[src/rtl/smg_pkg.sv]
// Shared definitions for the multiplexed seven-segment scanner:
// the hex-to-segment table, the blank segment pattern, the active-low select levels
// and the slot phase type.
package smg_pkg;

    // Segment bus pattern with every segment and the decimal point dark.
    localparam logic [7:0] SEG_OFF = 8'hFF;

    // Digit selects are active-low.
    localparam logic SEL_ON  = 1'b0;
    localparam logic SEL_OFF = 1'b1;

    // A digit slot opens with a ghost-suppression gap, then drives the digit.
    typedef enum logic {
        PH_GAP    = 1'b0,
        PH_ACTIVE = 1'b1
    } slot_phase_e;

    // Hex digit to active-high segments {g,f,e,d,c,b,a}.
    function automatic logic [6:0] seg7(input logic [3:0] hex);
        logic [6:0] segs;
        case (hex)
            4'h0: segs = 7'h3F;
            4'h1: segs = 7'h06;
            4'h2: segs = 7'h5B;
            4'h3: segs = 7'h4F;
            4'h4: segs = 7'h66;
            4'h5: segs = 7'h6D;
            4'h6: segs = 7'h7D;
            4'h7: segs = 7'h07;
            4'h8: segs = 7'h7F;
            4'h9: segs = 7'h6F;
            4'hA: segs = 7'h77;
            4'hB: segs = 7'h7C;
            4'hC: segs = 7'h39;
            4'hD: segs = 7'h5E;
            4'hE: segs = 7'h79;
            default: segs = 7'h71;
        endcase
        return segs;
    endfunction

endpackage

[src/rtl/smg_hex2seg_funcmod.sv]
// Combinational decode of one hex nibble into active-high seven-segment levels.
module smg_hex2seg_funcmod
    import smg_pkg::*;
(
    input  logic [3:0] iHex,
    output logic [6:0] oSeg7
);

    assign oSeg7 = seg7(iHex);

endmodule

[src/rtl/smg_scan_funcmod.sv]
// Multiplexed seven-segment scanner: time-slices NDIG hex digits onto one shared,
// active-low segment bus with active-low digit selects. Each slot opens with a
// ghost-suppression gap; the inputs are snapshotted once per frame so a frame never
// tears. Supports decimal points, per-digit blanking and leading-zero suppression.
// Optional feature macro: SMG_DIM_EN adds the iDuty port and a free-running 4-bit
// brightness counter that gates the selects inside the active window.
module smg_scan_funcmod
    import smg_pkg::*;
#(
    parameter int NDIG   = 6,
    parameter int T_SLOT = 5000,
    parameter int T_GAP  = 50
) (
    input  logic                CLOCK,
    input  logic                RESET,
    input  logic [4*NDIG-1:0]   iData,
    input  logic [NDIG-1:0]     iDp,
    input  logic [NDIG-1:0]     iBlank,
    input  logic                iLZ,
`ifdef SMG_DIM_EN
    input  logic [3:0]          iDuty,
`endif
    output logic [7:0]          oSeg,
    output logic [NDIG-1:0]     oSel,
    output logic [4+NDIG-1:0]   oData,
    output logic                oFrame
);

    localparam int CW = $clog2(T_SLOT);
    localparam int IW = $clog2(NDIG);

    localparam logic [CW-1:0] C1_LAST = CW'(T_SLOT - 1);
    localparam logic [CW-1:0] C1_GAP  = CW'(T_GAP);
    localparam logic [IW-1:0] I_LAST  = IW'(NDIG - 1);

    // Slot counter and digit index.
    logic [CW-1:0]      c1_q, c1_d;
    logic [IW-1:0]      i_q, i_d;

    // Per-frame snapshot of the display inputs.
    logic [4*NDIG-1:0]  snap_data_q;
    logic [NDIG-1:0]    snap_dp_q;
    logic [NDIG-1:0]    snap_blank_q;
    logic               snap_lz_q;
    logic               snap_load;

    // Output registers.
    logic [7:0]         seg_q, seg_d;
    logic [NDIG-1:0]    sel_q, sel_d;
    logic [3:0]         nib_q, nib_d;
    logic               frame_q, frame_d;

    // Decode of the digit currently addressed by i_q.
    logic [3:0]         digit [NDIG];
    logic [NDIG-1:0]    lead_zero;
    logic [3:0]         cur_nib;
    logic               cur_dp;
    logic               cur_blank;
    logic [6:0]         seg7_raw;
    slot_phase_e        phase;
    logic               lamp_on;

`ifdef SMG_DIM_EN
    logic [3:0]         p_q;

    // Free-running brightness phase; the select is lit while the phase is at or below iDuty.
    always_ff @(posedge CLOCK) begin
        if (RESET) begin
            p_q <= 4'h0;
        end else begin
            p_q <= p_q + 4'h1;
        end
    end

    assign lamp_on = (p_q <= iDuty);
`else
    assign lamp_on = 1'b1;
`endif

    // Unpack the snapshot, find the leading-zero run and select the current digit.
    always_comb begin
        // NOTE: every variable written here gets a value on every path, so no latch is inferred.
        for (int k = 0; k < NDIG; k++) begin
            digit[k] = snap_data_q[4*(NDIG-1-k) +: 4];
        end
        lead_zero[0] = (digit[0] == 4'h0);
        for (int k = 1; k < NDIG; k++) begin
            lead_zero[k] = lead_zero[k-1] & (digit[k] == 4'h0);
        end
        cur_nib   = digit[i_q];
        cur_dp    = snap_dp_q[i_q];
        // The last digit is never suppressed, so an all-zero value still shows a single 0.
        cur_blank = snap_blank_q[i_q] | (snap_lz_q & lead_zero[i_q] & (i_q != I_LAST));
    end

    smg_hex2seg_funcmod u_hex2seg (
        .iHex  (cur_nib),
        .oSeg7 (seg7_raw)
    );

    // Counter advance, snapshot strobe and next values of the registered outputs.
    always_comb begin
        c1_d = c1_q + CW'(1);
        i_d  = i_q;
        if (c1_q == C1_LAST) begin
            c1_d = '0;
            i_d  = (i_q == I_LAST) ? '0 : i_q + IW'(1);
        end

        snap_load = (i_q == '0) && (c1_q == '0);

        phase = (c1_q < C1_GAP) ? PH_GAP : PH_ACTIVE;
        sel_d = {NDIG{SEL_OFF}};
        seg_d = SEG_OFF;
        if (phase == PH_ACTIVE) begin
            if (lamp_on) begin
                sel_d[i_q] = SEL_ON;
            end
            seg_d = ~{cur_dp, (cur_blank ? 7'h00 : seg7_raw)};
        end
        nib_d   = cur_nib;
        frame_d = (i_q == I_LAST) && (c1_q == C1_LAST);
    end

    // State and output registers; RESET aborts the frame and restarts at digit 0.
    always_ff @(posedge CLOCK) begin
        // NOTE: RESET is sampled on the clock edge, so it takes effect at the next rising edge.
        if (RESET) begin
            c1_q         <= '0;
            i_q          <= '0;
            snap_data_q  <= '0;
            snap_dp_q    <= '0;
            snap_blank_q <= '0;
            snap_lz_q    <= 1'b0;
            seg_q        <= SEG_OFF;
            sel_q        <= {NDIG{SEL_OFF}};
            nib_q        <= 4'h0;
            frame_q      <= 1'b0;
        end else begin
            // NOTE: non-blocking assignments keep every register reading pre-edge values.
            c1_q <= c1_d;
            i_q  <= i_d;
            if (snap_load) begin
                snap_data_q  <= iData;
                snap_dp_q    <= iDp;
                snap_blank_q <= iBlank;
                snap_lz_q    <= iLZ;
            end
            seg_q   <= seg_d;
            sel_q   <= sel_d;
            nib_q   <= nib_d;
            frame_q <= frame_d;
        end
    end

    assign oSeg   = seg_q;
    assign oSel   = sel_q;
    assign oData  = {nib_q, sel_q};
    assign oFrame = frame_q;

endmodule
[config.mk]
export PLATFORM = sky130hd
export DESIGN_NAME = smg_scan_funcmod
export DESIGN_NICKNAME = d
export VERILOG_FILES = /design/src/rtl/smg_pkg.sv /design/src/rtl/smg_hex2seg_funcmod.sv /design/src/rtl/smg_scan_funcmod.sv
export SDC_FILE = /design/constraint.sdc
export NUM_CORES = 1
export LEC_CHECK = 0
export ABC_CLOCK_PERIOD_IN_PS = 4800
export CAP_MARGIN = 10
export CORE_MARGIN = 3
export CORE_UTILIZATION = 40
export DETAILED_ROUTE_END_ITERATION = 8
export PLACE_DENSITY = 0.68
export SYNTH_ARGS = -nofsm -noshare
export SYNTH_HDL_FRONTEND = slang
export SYNTH_SLANG_ARGS = --single-unit
[constraint.sdc]
create_clock -name CLOCK -period 4.8 [get_ports CLOCK]
set_input_delay 0.96 -clock CLOCK [delete_from_list [all_inputs] [get_ports CLOCK]]
set_output_delay 0.96 -clock CLOCK [all_outputs]
set_load 0.02 [all_outputs]
After elaboration in Yosys (flattened, before gate mapping):

Memories as Yosys holds them, arrays and structs flattened.
Cells that the tools add are included.

* bits in registers: 72
* bits in latches: 0
* bits in writable memories: 0
* memory bits (read-only): 112
* input bits: 39
* word-level logic and storage cells: 57
* memories kept: 1

* add/subtract/negate cells: 2
* multipliers: 0
* div/mod/pow operators: 0
* magnitude comparators: 4
* equal/unequal tests: 3
* shifts and indexed selects: 0
* multiplexer cells: 13
* bitwise operators: 11
* reductions and logical operators: 13

Memory list
* (no name shown): depth 16, bits a word 7, read ports 1, clocked after Yosys merged registers in 0, write ports 0, line smg_pkg.sv:22 `case (hex)`

Operators by type and width (number)
* $logic_not 4->1: 6
* $add 13x1->13 const B: 1
* $eq 13x13->1 const B: 1
* $logic_not 13->1: 1
* $lt 13x6->1 const B: 1
* $bmux 4 s3: 1
* $bmux 1 s3: 3
* $mux 4: 2
* $not 8->8: 1
* $and 1x1->1: 7
* $mux 7: 1
* $not 6->6: 1
* $ge 4x4->1 const B: 1
* $lt 3x4->1 const B: 1
* $mux 1: 4
* $not 3->4: 1
* $reduce_or 2->1: 2
* $add 3x1->3 const B: 1
* $demux 1 s3: 1
* $eq 3x3->1 const B: 1
* $ge 3x1->1 const B: 1
* $logic_and 1x1->1: 3
* $logic_not 3->1: 1
* $mux 3: 1
* 2 further kinds: 2

Logic depth before layout (Yosys ltp):

* word-level depth: 13
* gate-level depth with buffers: 10

Hierarchy:

A second synthesis with hierarchy kept.

* cell total of the unflattened synthesis: 386
* area total of the unflattened synthesis: 3460.8 µm²

By module, submodules not included
* smg_scan_funcmod: instances 1, cells an instance 353, area each 3173.0 µm²
* smg_hex2seg_funcmod: instances 1, cells an instance 33, area each 287.8 µm²

Worst setup path after synthesis:

Ideal clock, no wire load.

* path type: register -> register
* from: reg i_q[0]
* to: reg seg_q[3], in the netlist oSeg[3]
* library setup time: 0.120 ns
* arrival time: 2.006 ns
* setup slack: 2.673 ns
* stages on the path, launching flop included: 10
* buffers on the path: 2
* path through: dfxtp_1 > buf_6 > buf_6 > mux2_2 > a21oi_1 > inv_1 > ha_1 > mux2_1 > mux2i_1 > nand2_1

* cells in the longest elaborated chain, start to end: 7
* elaborated cells on any way between the ends: 15
* those cells by class: eq/ne (1); mux (8); bitwise (5); memory (1)

Ends and longest elaborated chain
* start: declaration: line smg_scan_funcmod.sv:38 `logic [IW-1:0] i_q, i_d;`
* start signal: assignment: line smg_scan_funcmod.sv:142 `i_q <= i_d;`
* $not 3->4 (not written as such): line smg_scan_funcmod.sv:90 `cur_nib = digit[i_q];`
* $bmux 4 s3: line smg_scan_funcmod.sv:90
* $mux 4 (not written as such) (2 in a row): line smg_scan_funcmod.sv:90
* via cur_nib[1]: line smg_scan_funcmod.sv:56 `logic [3:0] cur_nib;`
* $mem_v2 16x7
* $mux 7: line smg_scan_funcmod.sv:119 `seg_d = ~{cur_dp, (cur_blank ? 7'h00 : seg7_raw)};`
* $not 8->8: line smg_scan_funcmod.sv:119
* end signal: assignment: line smg_scan_funcmod.sv:149 `seg_q <= seg_d;`
* end: declaration: line smg_scan_funcmod.sv:48 `logic [7:0] seg_q, seg_d;`

The timed path passes the listed nets, and every way through them passes these cells. The select of a mux whose other input is x is not followed.
A chain may end at the register's enable or synchronous reset.

Final worst setup path:

Ends and elaborated chain as after synthesis.

==> results.env <==
CRIT_PATH_CELL_TRACE='mux2_2 -> a21oi_1 -> inv_1 -> ha_1 -> mux2_1 -> mux2i_1 -> nand2_1'
SYNTHTOLAYOUTAREAGROWTH_PCT=25.9
GP_ROUTABILITY_CONGESTION=0.814
SYN_NETS=417
CLOCK_SINK_COUNT=72
DETAIL-ROUTE-ANTENNA-NETS=0
SETUP_VIOL_COUNT_FINAL=0
CP-STARTPOINT='i_q[0]'
CTS_ROOT_BUF='sky130_fd_sc_hd__clkbuf_8'
YS_FF_LATCH=72
VDD_IR_DROP_MAX_mV=0.171
POST-CTS-SETUP-BUFFERS=0
FINALWIRELENGTH_UM=6800
HOLD_FIX_BUFFERS_AT_CTS=0
CTSHTREEMAXLEVEL=3
YOSYS.CELL_TYPES.COUNT=46
MAXSLEWHEADROOM=0.181
CRITPATHMAXSTAGEDELAY_NS=0.72
WORSTMARGINPINSLEW_NS=1.23
FINAL_CORE_UTILIZATION=0.522
CLK_TRANSITION_REPORTED_PATHS_NS=0.07
FIRST_GLOBAL_VIAS=2428
DR_TOTAL_VIAS=2612
ROUTED_VIA_DENSITY=4.97
YS.WARNINGS.COUNT=0
CTS_RESIZED=0
SWSHARE=0.234
WORSTSKEWPAIRLATENCY_NS=0.34
DRV.MAX_CAP_VIOLATION_COUNT=0
DIE_H_UM=95.7
SYNTH.CELL_AREA_UM2=3220
ASYNCSETRESETFLOPFRACSYNTH=0
INTERNAL_POWER_mW=1.12
CLOCKBUFFERDEPTH=2
SYNTHESIS.AREA_PER_INSTANCE_UM2=8.71
DRT_ITER0_DRC=107
POWER.SHARE.SEQUENTIAL=0.445
SYNTH_COMMONEST_CELLS='88 x sky130_fd_sc_hd__nand2_1, 72 x sky130_fd_sc_hd__dfxtp_1, 42 x sky130_fd_sc_hd__a21oi_1'
MAXIMUM_FANOUT_ENCOUNTERED_ON_THE_CRITICAL_TIMING_PATH=13
HALF_PERIMETER_WIRE_LENGTH_AFTER_DETAILED_PLACEMENT_UM=4870
DETAILED_ROUTING_ITERATION_COUNT_FOR_THE_PRE_ANTENNA_REPAIR_PASS=4
CTS_TREE='done'
SYNTH_SEQ_AREA_SHARE=0.447
TIMING.CRITICAL_PATH.TO='oSeg[3]'
START_UTIL=0.415
GLOBAL_ROUTE_WIRE_LENGTH_BEFORE_REPAIR_UM=11200
NETLIST.AREA_LEADER.SHARE=0.447
CLOCK_POWER_SHARE=0.428
R2R.WORST_PATH.CELLS=7
FINCLKSKEW_NS=0.00905
TIMING.RR.END='oSeg[3]'
POWER_DENSITY_nW_PER_UM2=362
WORST_SETUP_PATH_END_KIND='flop'
SYNTH.LARGEST_AREA_CELL='sky130_fd_sc_hd__dfxtp_1'
FLOORPLAN.DIE_AREA_UM2=9170
DIE_WIDTH_UM=95.7
MAXIMUM_NUMBER_OF_PINS_ON_ONE_NET_BEFORE_GLOBAL_ROUTE_REPAIR=49
AVGROUTEDWIREPERCELL_UM=12.9
CPMAXSTAGEDELAYCELL='sky130_fd_sc_hd__dfxtp_1'
SYNTH.TOP_CELLS.BY_AREA='sky130_fd_sc_hd__dfxtp_1 45%, sky130_fd_sc_hd__nand2_1 10%, sky130_fd_sc_hd__a21oi_1 6.5%'
WORSTPATHREQUIRED_NS=5.02
TRACK_USAGE=0.158
SETUP_TOTAL_NEGATIVE_SLACK_NS=0
FINAL-MAX-SLEW-VIOLATION-COUNT=0
CORE_REGION_AREA_UM2=7770
NUMBER_OF_ANTENNA_VIOLATIONS_AT_THE_FIRST_CHECK_IN_GLOBAL_ROUTING=0
WORST_HOLD_LAUNCH='snap_dp_q[3]'
SYNTH.MOST_COMMON_CELL='sky130_fd_sc_hd__nand2_1'
MIN-DELAY-PATH-CLASS='reg2reg'
FINALHOLDVIOLCOUNT=0
DRIVE_ABOVE_1_SHARE=0.0802
GRT_SETUP_UNREPAIRED='false'
SYN-INSTANCE-COUNT=370
SYNTH_FF_TYPE='sky130_fd_sc_hd__dfxtp_1'
LEAKAGEPOWER_nW=1.53
OUTCOME='complete, no violations'
REMAINING_DRC_ERRORS=0
POWER_SHARE_OF_THE_COMBINATIONAL_GROUP=0.126
CORE.ROWCOUNT=32
MAX_FREQ_MHz=382
POWER.TOTAL_mW=1.47
IOS=64
REG2REG_FROM='i_q[0]'
GRT.OVERFLOW.TOTAL=0
N_ANTENNA_CELL=0
CRIT_PATH_START_KIND='flop'
FINALCRITPERIODSHARE=0.546
TRITONCTS.NUM_BUFFERS=9
SYNTH_EDF_COUNT=0
BUFFER_PORTS.INSERTED=63
CRIT_ARRIVAL_NS=2.84
PERIOD_MINUS_SLACK_NS=2.62
LAYOUT.NETS=466
POWER_SWITCHING_uW=343
REG2REG_SLACK_NS=2.18
SETUP.WORST_PATH.CLASS='reg2reg'
## final cells by class
class	count	area [µm²]
sequential	72	1440
timing repair buffer	66	653
clock inverter	6	130
clock buffer	10	138
fill	735	3710
multi-input combinational	260	1530
inverter	10	37.5
tap	102	128
## how the worst min path moves through the flow
stage	to	cells after the start
after floorplan	snap_blank_q[2]	2
after global placement	snap_blank_q[1]	2
after detailed placement	snap_blank_q[5]	2
after CTS	snap_blank_q[5]	2
after global routing	snap_dp_q[5]	2
final	snap_dp_q[3]	2
## stage by stage
| stage | worst slack [ns] | cells | instance area (µm²) | hold WS (ns) |
|---|---|---|---|---|
| global placement | 2.08 | 510 | 3790 | 0.437 |
| floorplan | 2.67 | 370 | 3220 | 0.429 |
| global route | 2.00 | 526 | 4060 | 0.475 |
| CTS | 2.22 | 526 | 4060 | 0.455 |
| finish | 2.18 | 526 | 4060 | 0.452 |
| detailed placement | 2.01 | 510 | 3790 | 0.445 |
## worst max-delay path, delay by kind of cell (launching register included)
| kind | cells | cell delay, ns |
|---|---|---|
| buf+inv | 1 | 0.20 |
| compound gates | 1 | 0.38 |
| fa+ha+maj | 1 | 0.28 |
| mux | 3 | 0.86 |
| flops | 1 | 0.72 |
| simple gates | 1 | 0.07 |
## cell families (layout without fill, tap and decap cells)
| kind of cell | count (synthesis) | after routing | share of synthesized area |
|---|---|---|---|
| AOI/OAI and AO/OA | 62 | 62 | 0.111 |
| and+or+nand+nor | 158 | 158 | 0.222 |
| DFF | 72 | 72 | 0.447 |
| muxes | 20 | 20 | 0.0773 |
| xor gates and xnor gates | 12 | 12 | 0.0326 |
| adders and majority gates | 8 | 8 | 0.0311 |
| buffers and inverters | 38 | 92 | 0.0784 |
## state kept, by name, indices dropped and copies added, names as in the netlist
name,count
snap_blank_q,6
snap_lz_q,1
digit,24
i_q,3
oFrame,1
c1_q,13
oSeg,8
snap_dp_q,6
nib_q,4
oSel,6
## power groups by stage
stage	Combinational, mW	Clock, mW	Sequential, mW
floorplan	0.140	0	0.662
global placement	0.181	0	0.666
detailed placement	0.185	0	0.668
CTS	0.186	0.640	0.654
global route	0.208	0.669	0.658
finish	0.185	0.629	0.654
## cells in the final DEF, fill, tap and decap left out, types with 4 or more instances in the layout
cell type	count
sky130_fd_sc_hd__nor2_1	29
sky130_fd_sc_hd__nand4_1	5
sky130_fd_sc_hd__dfxtp_1	72
sky130_fd_sc_hd__clkbuf_8	10
sky130_fd_sc_hd__inv_1	10
sky130_fd_sc_hd__nand2b_1	4
sky130_fd_sc_hd__a21oi_1	42
sky130_fd_sc_hd__nor4_1	5
sky130_fd_sc_hd__xnor2_1	8
sky130_fd_sc_hd__nand2_1	88
sky130_fd_sc_hd__bufinv_16	4
sky130_fd_sc_hd__xor2_1	4
sky130_fd_sc_hd__nand3_1	11
sky130_fd_sc_hd__ha_1	8
sky130_fd_sc_hd__mux2i_1	11
sky130_fd_sc_hd__nor2b_1	4
sky130_fd_sc_hd__clkdlybuf4s50_1	63
## layer usage
metal	GRT usage	up-vias	part of all wire
met1	0.213	1185	0.48
li1	-	1341	-
met3	0.0367	15	0.048
met5	0	-	0
met2	0.239	71	0.45
met4	0.0735	0	0.022
Note: power is estimated with default switching activity, not from simulation.
